`src/rtl/wb_arbiter_pkg.sv`:
```
// Shared constants and result-bus type for the register-file write-back path.
package wb_arbiter_pkg;

  localparam int XLEN = 64;
  localparam int NREG = 32;
  localparam int AW   = 5;

  localparam logic [AW-1:0] REG_ZERO = '0;

  // One completed result heading for the register file.
  typedef struct packed {
    logic            valid;
    logic [AW-1:0]   rd;
    logic [XLEN-1:0] wdata;
  } wb_req_t;

endpackage : wb_arbiter_pkg

```
`src/rtl/wb_scoreboard.sv`:
```
// Per-register busy vector: set at issue, cleared at write-back, queried by decode.
module wb_scoreboard
  import wb_arbiter_pkg::*;
(
  input  logic          clk,
  input  logic          rst_n,
  input  logic          set_en,
  input  logic [AW-1:0] set_rd,
  input  logic          clr_en,
  input  logic [AW-1:0] clr_rd,
  input  logic [AW-1:0] rs1_addr,
  input  logic [AW-1:0] rs2_addr,
  output logic          rs1_busy,
  output logic          rs2_busy
);

  logic [NREG-1:0] busy_q;
  logic [NREG-1:0] busy_d;

  // Next busy vector; the set is applied after the clear so a newly issued
  // writer keeps ownership when an older result to the same rd retires.
  always_comb begin
    busy_d = busy_q;
    if (clr_en) begin
      busy_d[clr_rd] = 1'b0;
    end
    if (set_en && (set_rd != REG_ZERO)) begin
      busy_d[set_rd] = 1'b1;
    end
    busy_d[0] = 1'b0;
  end

  // Busy vector register.
  always_ff @(posedge clk or negedge rst_n) begin
    if (!rst_n) begin
      busy_q <= '0;
    end else begin
      busy_q <= busy_d;
    end
  end

  assign rs1_busy = busy_q[rs1_addr];
  assign rs2_busy = busy_q[rs2_addr];

  // A second writer to a register still owned by an in-flight result is an
  // issuer bug; retiring the old result on the same edge is fine.
  waw_issue_a : assert property (
    @(posedge clk) disable iff (!rst_n)
      !(set_en && (set_rd != REG_ZERO) && busy_q[set_rd] &&
        !(clr_en && (clr_rd == set_rd)))
  ) else $error("wb_scoreboard: WAW issue to busy register %0d", set_rd);

endmodule : wb_scoreboard

```
`src/rtl/wb_arbiter.sv`:
```
// Write-back arbiter: LSU/MDU results win over ALU results for the single
// register-file write port; the write is registered (one cycle latency).
module wb_arbiter
  import wb_arbiter_pkg::*;
(
  input  logic            clk,
  input  logic            rst_n,
  input  logic            alu_valid,
  output logic            alu_ready,
  input  logic [AW-1:0]   alu_rd,
  input  logic [XLEN-1:0] alu_wdata,
  input  logic            lsu_valid,
  output logic            lsu_ready,
  input  logic [AW-1:0]   lsu_rd,
  input  logic [XLEN-1:0] lsu_wdata,
  input  logic            issue_en,
  input  logic [AW-1:0]   issue_rd,
  input  logic [AW-1:0]   rs1_addr,
  input  logic [AW-1:0]   rs2_addr,
  output logic            rs1_busy,
  output logic            rs2_busy,
  output logic            wb_wen,
  output logic [AW-1:0]   wb_addr,
  output logic [XLEN-1:0] wb_wdata
);

  wb_req_t alu_req;
  wb_req_t lsu_req;
  wb_req_t grant_req;

  logic            wb_wen_q,   wb_wen_d;
  logic [AW-1:0]   wb_addr_q,  wb_addr_d;
  logic [XLEN-1:0] wb_wdata_q, wb_wdata_d;
  logic            clr_en;

  assign alu_req = {alu_valid, alu_rd, alu_wdata};
  assign lsu_req = {lsu_valid, lsu_rd, lsu_wdata};

  // The LSU/MDU path cannot be back-pressured, so it is always ready and the
  // ALU only gets the port when the LSU is idle.
  assign lsu_ready = 1'b1;
  assign alu_ready = ~lsu_valid;

  // Fixed-priority grant selection.
  always_comb begin
    grant_req = '0;
    if (lsu_req.valid) begin
      grant_req = lsu_req;
    end else if (alu_req.valid) begin
      grant_req = alu_req;
    end
  end

  // Output register next state; address/data hold when nothing is granted,
  // and an x0 result is consumed without a write.
  always_comb begin
    wb_wen_d   = 1'b0;
    wb_addr_d  = wb_addr_q;
    wb_wdata_d = wb_wdata_q;
    if (grant_req.valid) begin
      wb_wen_d   = (grant_req.rd != REG_ZERO);
      wb_addr_d  = grant_req.rd;
      wb_wdata_d = grant_req.wdata;
    end
  end

  // Registered write port.
  always_ff @(posedge clk or negedge rst_n) begin
    if (!rst_n) begin
      wb_wen_q   <= 1'b0;
      wb_addr_q  <= '0;
      wb_wdata_q <= '0;
    end else begin
      wb_wen_q   <= wb_wen_d;
      wb_addr_q  <= wb_addr_d;
      wb_wdata_q <= wb_wdata_d;
    end
  end

  assign wb_wen   = wb_wen_q;
  assign wb_addr  = wb_addr_q;
  assign wb_wdata = wb_wdata_q;

  // Busy clears on the same edge that loads the write port, so decode sees the
  // register free while the regfile bypass supplies the value.
  assign clr_en = grant_req.valid && (grant_req.rd != REG_ZERO);

  wb_scoreboard u_scoreboard (
    .clk      (clk),
    .rst_n    (rst_n),
    .set_en   (issue_en),
    .set_rd   (issue_rd),
    .clr_en   (clr_en),
    .clr_rd   (grant_req.rd),
    .rs1_addr (rs1_addr),
    .rs2_addr (rs2_addr),
    .rs1_busy (rs1_busy),
    .rs2_busy (rs2_busy)
  );

endmodule : wb_arbiter

```
`config.mk`:
```
export PLATFORM = sky130hd
export DESIGN_NAME = wb_arbiter
export DESIGN_NICKNAME = d
export VERILOG_FILES = /design/src/rtl/wb_arbiter_pkg.sv /design/src/rtl/wb_scoreboard.sv /design/src/rtl/wb_arbiter.sv
export SDC_FILE = /design/constraint.sdc
export NUM_CORES = 1
export LEC_CHECK = 0
export BUFFER_PORTS_ARGS = -buffer_cell sky130_fd_sc_hd__buf_2
export CAP_MARGIN = 20
export CORE_MARGIN = 3
export CORE_UTILIZATION = 40
export DETAILED_ROUTE_END_ITERATION = 6
export PLACE_DENSITY = 0.81
export SETUP_SLACK_MARGIN = 0.1
export SLEW_MARGIN = 0
export SYNTH_ARGS = -nofsm -noshare
export SYNTH_HDL_FRONTEND = slang
export SYNTH_SLANG_ARGS = --single-unit
```
`constraint.sdc`:
```
create_clock -name clk -period 1.5 [get_ports clk]
set_input_delay 0.225 -clock clk [delete_from_list [all_inputs] [get_ports clk]]
set_output_delay 0.225 -clock clk [all_outputs]
set_load 0.01 [all_outputs]
```
# ---- Yosys cells after proc, flatten, opt, wreduce, memory -nomap -nowiden
# Index checks and enable logic that the tools add are counted.
dict set report op_classes {
  n_bitwise 4
  reduce_logical 6
  muxes 13
  n_lt_le_gt_ge 6
}
# operator n
set ops {}
lappend ops {{$mux W70} 2}
lappend ops {{$mux W32} 2}
lappend ops {{$and A32 B32 Y32} 1}
lappend ops {{$not A32 Y32} 1}
lappend ops {{$or A32 B32 Y32} 1}
lappend ops {{$lt A5 B6 Y1 const B} 4}
lappend ops {{$bmux W1 S5} 2}
lappend ops {{$demux W1 S5} 2}
lappend ops {{$ge A5 B1 Y1 const B} 2}
lappend ops {{$reduce_bool A5 Y1} 2}
lappend ops {{$mux W1} 5}
lappend ops {{$logic_and A1 B1 Y1} 4}
lappend ops {{$not A1 Y1} 1}
dict set report word_totals {
  input_bits 158
  elab_cells 33
  ff_bits 101
}

# ---- Longest topological paths before layout
dict set report logic_depth {
  ltp_word 11
  mapped_depth 7
  ltp_nobuf 4
}

# ---- By module
# A second synthesis with hierarchy kept.
dict set report unflattened {
  hier_cells 503
  area_unflattened_um2 5071.1
}
# module cells_each area_each_um2 seq_area_each_um2 n_inst
set modules_own_cells {}
lappend modules_own_cells {wb_arbiter 310 3229.3 1751.7 1}
lappend modules_own_cells {wb_scoreboard 193 1841.8 775.7 1}

# ---- Least setup slack after synthesis
# Ideal clock, no wire load.
dict set report synth_timing {
  kind {input-to-output}
  start {input rs1_addr[0]}
  end {output rs1_busy}
  arrival_time_ps 1409
  setup_slack_ps -134
  cell_stages 5
  path_cell_list {clkbuf_1 > mux4_2 > nand2b_1 > o211ai_1 > nand4_1}
}
dict set report synth_between {
  elab_chain_len 2
}
# item line
set synth_rtl {}
lappend synth_rtl {{from (decl)} wb_arbiter.sv:18} ;# input logic [AW-1:0] rs1_addr,
lappend synth_rtl {{$bmux W1 S5} wb_scoreboard.sv:42} ;# assign rs1_busy = busy_q[rs1_addr];
lappend synth_rtl {{$mux W1 (not written as such)} wb_scoreboard.sv:42}
lappend synth_rtl {{to (decl)} wb_arbiter.sv:20} ;# output logic rs1_busy,
# Every way passes these cells. The select of a mux whose other input is x is not followed.

# ---- Worst setup path after layout
dict set report layout_timing {
  start {register u_scoreboard.busy_q[6]}
  end {output rs1_busy}
}
dict set report layout_between {
  elab_chain_len 2
}
# item line
set layout_rtl {}
lappend layout_rtl {{from (decl)} wb_scoreboard.sv:17} ;# logic [NREG-1:0] busy_q;
lappend layout_rtl {{from (signal assigned)} wb_scoreboard.sv:38} ;# busy_q <= busy_d;
lappend layout_rtl {{$bmux W1 S5} wb_scoreboard.sv:42}
lappend layout_rtl {{$mux W1 (not written as such)} wb_scoreboard.sv:42}
# Every way passes these cells. The select of a mux whose other input is x is not followed.

==> impl_results.html <==
<table>
<tr><th>Metric</th><th>Value</th></tr>
<tr><th colspan="2">Outcome</th></tr>
<tr><td>Run status</td><td>finished, violations left</td></tr>
<tr><td>Failing checks</td><td>setup timing</td></tr>
<tr><th colspan="2">CTS</th></tr>
<tr><td>Clock buffer depth</td><td>2</td></tr>
<tr><td>CTS buffer count</td><td>9</td></tr>
<tr><td>Total number of clock tree sinks</td><td>about 100</td></tr>
<tr><td>Clock tree from TritonCTS</td><td>yes</td></tr>
<tr><td>Clk_lat worst skew</td><td>between 0.3 and 0.4 ns</td></tr>
<tr><td>Buffer type at the clock tree root</td><td>sky130_fd_sc_hd__clkbuf_16</td></tr>
<tr><td>Cells resized by post-CTS repair</td><td>0</td></tr>
<tr><td>H-tree levels</td><td>3</td></tr>
<tr><td>Clock slew at reported path FFs</td><td>roughly 0.070 ns</td></tr>
<tr><th colspan="2">Setup path</th></tr>
<tr><td>Data arrival at the endpoint of the critical path</td><td>between 1.5 and 2 ns</td></tr>
<tr><td>Top cell family by delay on the critical path</td><td>multiplexers</td></tr>
<tr><td>Startpoint Class</td><td>flip-flop</td></tr>
<tr><td>Critical-path cell with the highest stage delay</td><td>sky130_fd_sc_hd__mux4_2</td></tr>
<tr><td>Worst path buffer plus inverter count</td><td>1</td></tr>
<tr><td>Maximum net fanout on the critical path</td><td>3</td></tr>
<tr><td>Startpoint-to-endpoint class of the critical path</td><td>reg2out</td></tr>
<tr><td>Critical path cell sequence</td><td>mux4_2, nand2b_4, o211ai_1, nand4_1, buf_2</td></tr>
<tr><td>CP Capture Type</td><td>output port</td></tr>
<tr><td>Crit path required time</td><td>about 1.3 ns</td></tr>
<tr><td>Slowest stage delay, CP</td><td>roughly 0.47 ns</td></tr>
<tr><th colspan="2">Pwr</th></tr>
<tr><td>Clk pwr share</td><td>30.5%</td></tr>
<tr><td>Areal power density over the cells</td><td>roughly 1100 nW/um2</td></tr>
<tr><td>Internal portion of total power</td><td>between 0.005 and 0.006 W</td></tr>
<tr><td>Leakage power</td><td>roughly 3.5 nW</td></tr>
<tr><td>Portion of total power attributed to sequential cells</td><td>between 40% and 50%</td></tr>
<tr><td>Total power consumption of the routed design</td><td>0.00750 W</td></tr>
<tr><td>Net switching power</td><td>around 0.0022 W</td></tr>
<tr><td>Combinational group share of total power</td><td>around a quarter</td></tr>
<tr><td>Proportion of total power due to net switching</td><td>~30%</td></tr>
<tr><td>IR Drop Worst-Case VDD</td><td>about 0.00046 V</td></tr>
<tr><th colspan="2">Route</th></tr>
<tr><td>Vias/cell</td><td>~5.4</td></tr>
<tr><td>Total via count after detailed routing</td><td>about 4900</td></tr>
<tr><td>Number of violations reported at the end of detailed-routing iteration 0</td><td>~280</td></tr>
<tr><td>Detail Route Antenna Nets</td><td>0</td></tr>
<tr><td>DRC Markers</td><td>0</td></tr>
<tr><td>Average wire per standard cell</td><td>17.3 um</td></tr>
<tr><td>Wire length reported by the detailed router</td><td>~16000 um</td></tr>
<tr><td>First-pass iteration count of the detailed router</td><td>4</td></tr>
<tr><th colspan="2">GRT</th></tr>
<tr><td>Maximum number of pins on one net before global-route repair</td><td>a little over 100</td></tr>
<tr><td>Overall global routing resource usage</td><td>21.6%</td></tr>
<tr><td>Number of global-route vias before repair</td><td>roughly 4800</td></tr>
<tr><td>Initial antenna violation count</td><td>3</td></tr>
<tr><td>GRT Residual Overflow</td><td>0</td></tr>
<tr><td>First-pass GRT wire length</td><td>~25000 um</td></tr>
<tr><th colspan="2">Synth</th></tr>
<tr><td>Count of cell types in the netlist</td><td>34</td></tr>
<tr><td>Biggest area contributors in the synthesized netlist</td><td>sky130_fd_sc_hd__dfrtp_1, sky130_fd_sc_hd__mux2i_1, sky130_fd_sc_hd__o21ai_0</td></tr>
<tr><td>Most instantiated library cell after synthesis</td><td>sky130_fd_sc_hd__dfrtp_1</td></tr>
<tr><td>Count of mapped cells out of synthesis</td><td>517</td></tr>
<tr><td>Primary FF master, synth</td><td>sky130_fd_sc_hd__dfrtp_1</td></tr>
<tr><td>Most frequent cells after synthesis</td><td>sky130_fd_sc_hd__dfrtp_1, sky130_fd_sc_hd__o21ai_0, sky130_fd_sc_hd__nand2_1</td></tr>
<tr><td>Asr flop ratio synth</td><td>100%</td></tr>
<tr><td>Library cell occupying the most area in the post-synthesis netlist</td><td>sky130_fd_sc_hd__dfrtp_1</td></tr>
<tr><td>Synthesized cell area</td><td>about 5300 um2</td></tr>
<tr><td>Syn Nets</td><td>675</td></tr>
<tr><td>Mean instance size in the synthesized netlist</td><td>approximately 10 um2</td></tr>
<tr><td>Total of flip-flops plus latches after synthesis</td><td>101</td></tr>
<tr><td>Total number of yosys warnings</td><td>0</td></tr>
<tr><td>Count of flip-flops with a built-in enable after synthesis</td><td>0</td></tr>
<tr><td>Register area share after synthesis</td><td>about half</td></tr>
<tr><td>Top cell type's share of synthesized area</td><td>48.1%</td></tr>
<tr><th colspan="2">Layout</th></tr>
<tr><td>Number of nets in the finished design</td><td>905</td></tr>
<tr><td>Utilization after layout</td><td>between 50% and 60%</td></tr>
<tr><td>Share of post-route cells with drive strength above 1</td><td>around two fifths</td></tr>
<tr><td>Layout overhead on the synthesized area</td><td>34.1%</td></tr>
<tr><td>Non-Filler Instances</td><td>about 920</td></tr>
<tr><th colspan="2">Timing</th></tr>
<tr><td>Max-Slew Margin vs Limit</td><td>between 40% and 50%</td></tr>
<tr><td>Max Transition Viols Final</td><td>0</td></tr>
<tr><td>Fmax</td><td>524 MHz</td></tr>
<tr><td>Final setup violation count</td><td>2</td></tr>
<tr><td>Worst hold-check slack</td><td>about 0.085 ns</td></tr>
<tr><td>Worst-case setup margin in the final layout</td><td>-0.407 ns</td></tr>
<tr><td>Setup TNS</td><td>-0.776 ns</td></tr>
<tr><td>Slew at the pin closest to its max-slew limit</td><td>around 0.83 ns</td></tr>
<tr><td>Clock period minus final worst setup slack</td><td>around 1.9 ns</td></tr>
<tr><td>RSZ-0062 raised after global routing</td><td>yes</td></tr>
<tr><td>Number of hold violations in the final report</td><td>0</td></tr>
<tr><td>Clock Skew</td><td>0 ns</td></tr>
<tr><td>Final worst path period share</td><td>127%</td></tr>
<tr><th colspan="2">Die</th></tr>
<tr><td>Row count</td><td>between 40 and 50</td></tr>
<tr><td>Die height</td><td>121 um</td></tr>
<tr><td>Die Footprint</td><td>14500 um2</td></tr>
<tr><td>Core Box Area</td><td>12700 um2</td></tr>
<tr><td>Number of top-level design ports</td><td>between 200 and 250</td></tr>
<tr><td>Starting density of the core</td><td>41.3%</td></tr>
<tr><td>Die boundary width</td><td>121 um</td></tr>
<tr><th colspan="2">Placement</th></tr>
<tr><td>Quantity of I/O buffers inserted on ports</td><td>230</td></tr>
<tr><td>Instance count after placement with tap cells included</td><td>~900</td></tr>
<tr><td>Half-perimeter wire length of the detailed placement result</td><td>between 10000 and 15000 um</td></tr>
<tr><td>Final weighted congestion in routability-driven placement</td><td>0.872</td></tr>
<tr><th colspan="2">Hold path</th></tr>
<tr><td>Worst min-delay path class</td><td>in2reg</td></tr>
<tr><th colspan="2">Flow run</th></tr>
<tr><td>Max-cap viol count</td><td>0</td></tr>
</table>
==> power by group through the flow <==
stage / sequential [W] / combinational, W / clock (W)
floorplan: 0.00345 / 0.000963 / 0
global placement: 0.00342 / 0.00173 / 0
detailed placement: 0.00345 / 0.00177 / 0
CTS: 0.00340 / 0.00181 / 0.00234
global route: 0.00345 / 0.00197 / 0.00244
finish: 0.00341 / 0.00180 / 0.00229
==> final timing paths <==
kind	startpoint	end	slack [ns]	cells past startpoint
setup / recovery	u_scoreboard.busy_q[6]	rs1_busy	-0.41	5
hold / removal	lsu_wdata[32]	wb_wdata[32]	0.08	3
setup reg to reg	u_scoreboard.busy_q[4]	u_scoreboard.busy_q[4]	0.62	3
hold reg to reg	wb_addr[4]	wb_addr[4]	0.48	2
max in group asynchronous	rst_n	wb_wdata[7]	0.58	3
min in group asynchronous	rst_n	u_scoreboard.busy_q[28]	0.49	3
==> per-stage QoR <==
step                cell area (um2)  worst slack (ns)
global placement               6720            -0.101
floorplan                      5370            0.0787
global route                   7040            -0.465
CTS                            7040            -0.436
finish                         7040            -0.407
detailed placement             6720            -0.137
==> cell type report <==
class | count | area (um2)
clock buffer | 9 | 225
clock inverter | 6 | 65.1
timing repair buffer | 257 | 1430
multi-input combinational | 374 | 2560
tap | 172 | 215
fill | 1194 | 5680
antenna | 1 | 2.50
sequential | 101 | 2530
inverter | 4 | 15.0
==> kinds of logic after synthesis <==
family / Yosys count / share of synthesized area (%)
AOI/OAI and AO/OA: 152 / 17.5
buffers and inverters: 42 / 4.41
DFF: 101 / 48.1
muxes: 89 / 18.4
other: 1 / 0.0714
and+or+nand+nor: 132 / 11.5
==> flip-flops by register name, summed over array words and instances, names as in the netlist <==
| name | cells |
|---|---|
| wb_wdata | 64 |
| u_scoreboard.busy_q | 31 |
| wb_addr | 5 |
| wb_wen | 1 |
==> routing by layer <==
metal  up-vias  part of all wire (%)  GRT usage (%)
met5         -                  0.13              0
met2       219                    51           36.4
met1      2339                    38           26.2
met4         4                   2.9           9.35
li1       2352                     -              -
met3        33                   8.9           5.71
==> worst register-to-register path, delay by kind of cell, from the launching register on <==
| kind | cells | cell delay [ns] |
|---|---|---|
| compound gates | 2 | 0.20 |
| buf+inv | 1 | 0.14 |
| flops | 1 | 0.40 |
==> placed cells by master (no fill, tap or decap), types with 2 or more instances in the layout <==
| cell type | n |
|---|---|
| sky130_fd_sc_hd__buf_2 | 227 |
| sky130_fd_sc_hd__nand3_1 | 12 |
| sky130_fd_sc_hd__buf_4 | 24 |
| sky130_fd_sc_hd__o41ai_1 | 20 |
| sky130_fd_sc_hd__o21ai_0 | 84 |
| sky130_fd_sc_hd__o41ai_2 | 4 |
| sky130_fd_sc_hd__a211oi_1 | 2 |
| sky130_fd_sc_hd__nand2_1 | 85 |
| sky130_fd_sc_hd__o21ai_1 | 14 |
| sky130_fd_sc_hd__nor2b_1 | 9 |
| sky130_fd_sc_hd__inv_1 | 4 |
| sky130_fd_sc_hd__mux4_2 | 6 |
| sky130_fd_sc_hd__a21oi_1 | 6 |
| sky130_fd_sc_hd__o31ai_1 | 7 |
| sky130_fd_sc_hd__nand2b_4 | 4 |
| sky130_fd_sc_hd__clkinvlp_4 | 4 |
| sky130_fd_sc_hd__o2111ai_2 | 2 |
| sky130_fd_sc_hd__dfrtp_1 | 101 |
| sky130_fd_sc_hd__nand4_1 | 4 |
| sky130_fd_sc_hd__o211ai_1 | 3 |
| sky130_fd_sc_hd__nand3b_4 | 2 |
| sky130_fd_sc_hd__nand2b_1 | 3 |
| sky130_fd_sc_hd__nor2_1 | 9 |
| sky130_fd_sc_hd__clkbuf_16 | 9 |
| sky130_fd_sc_hd__a22oi_1 | 5 |
| sky130_fd_sc_hd__mux2i_1 | 83 |
| sky130_fd_sc_hd__buf_12 | 5 |
==> what timing repair did <==
action	4_1_cts	5_1_grt
hold buffers	1	0
cloned	0	0
setup buffers	3	0
hold endpoints to repair	101	0
pin swaps	2	1
endpoints found under the setup margin	2	2
No activity file was read; power rests on OpenSTA's default activity.
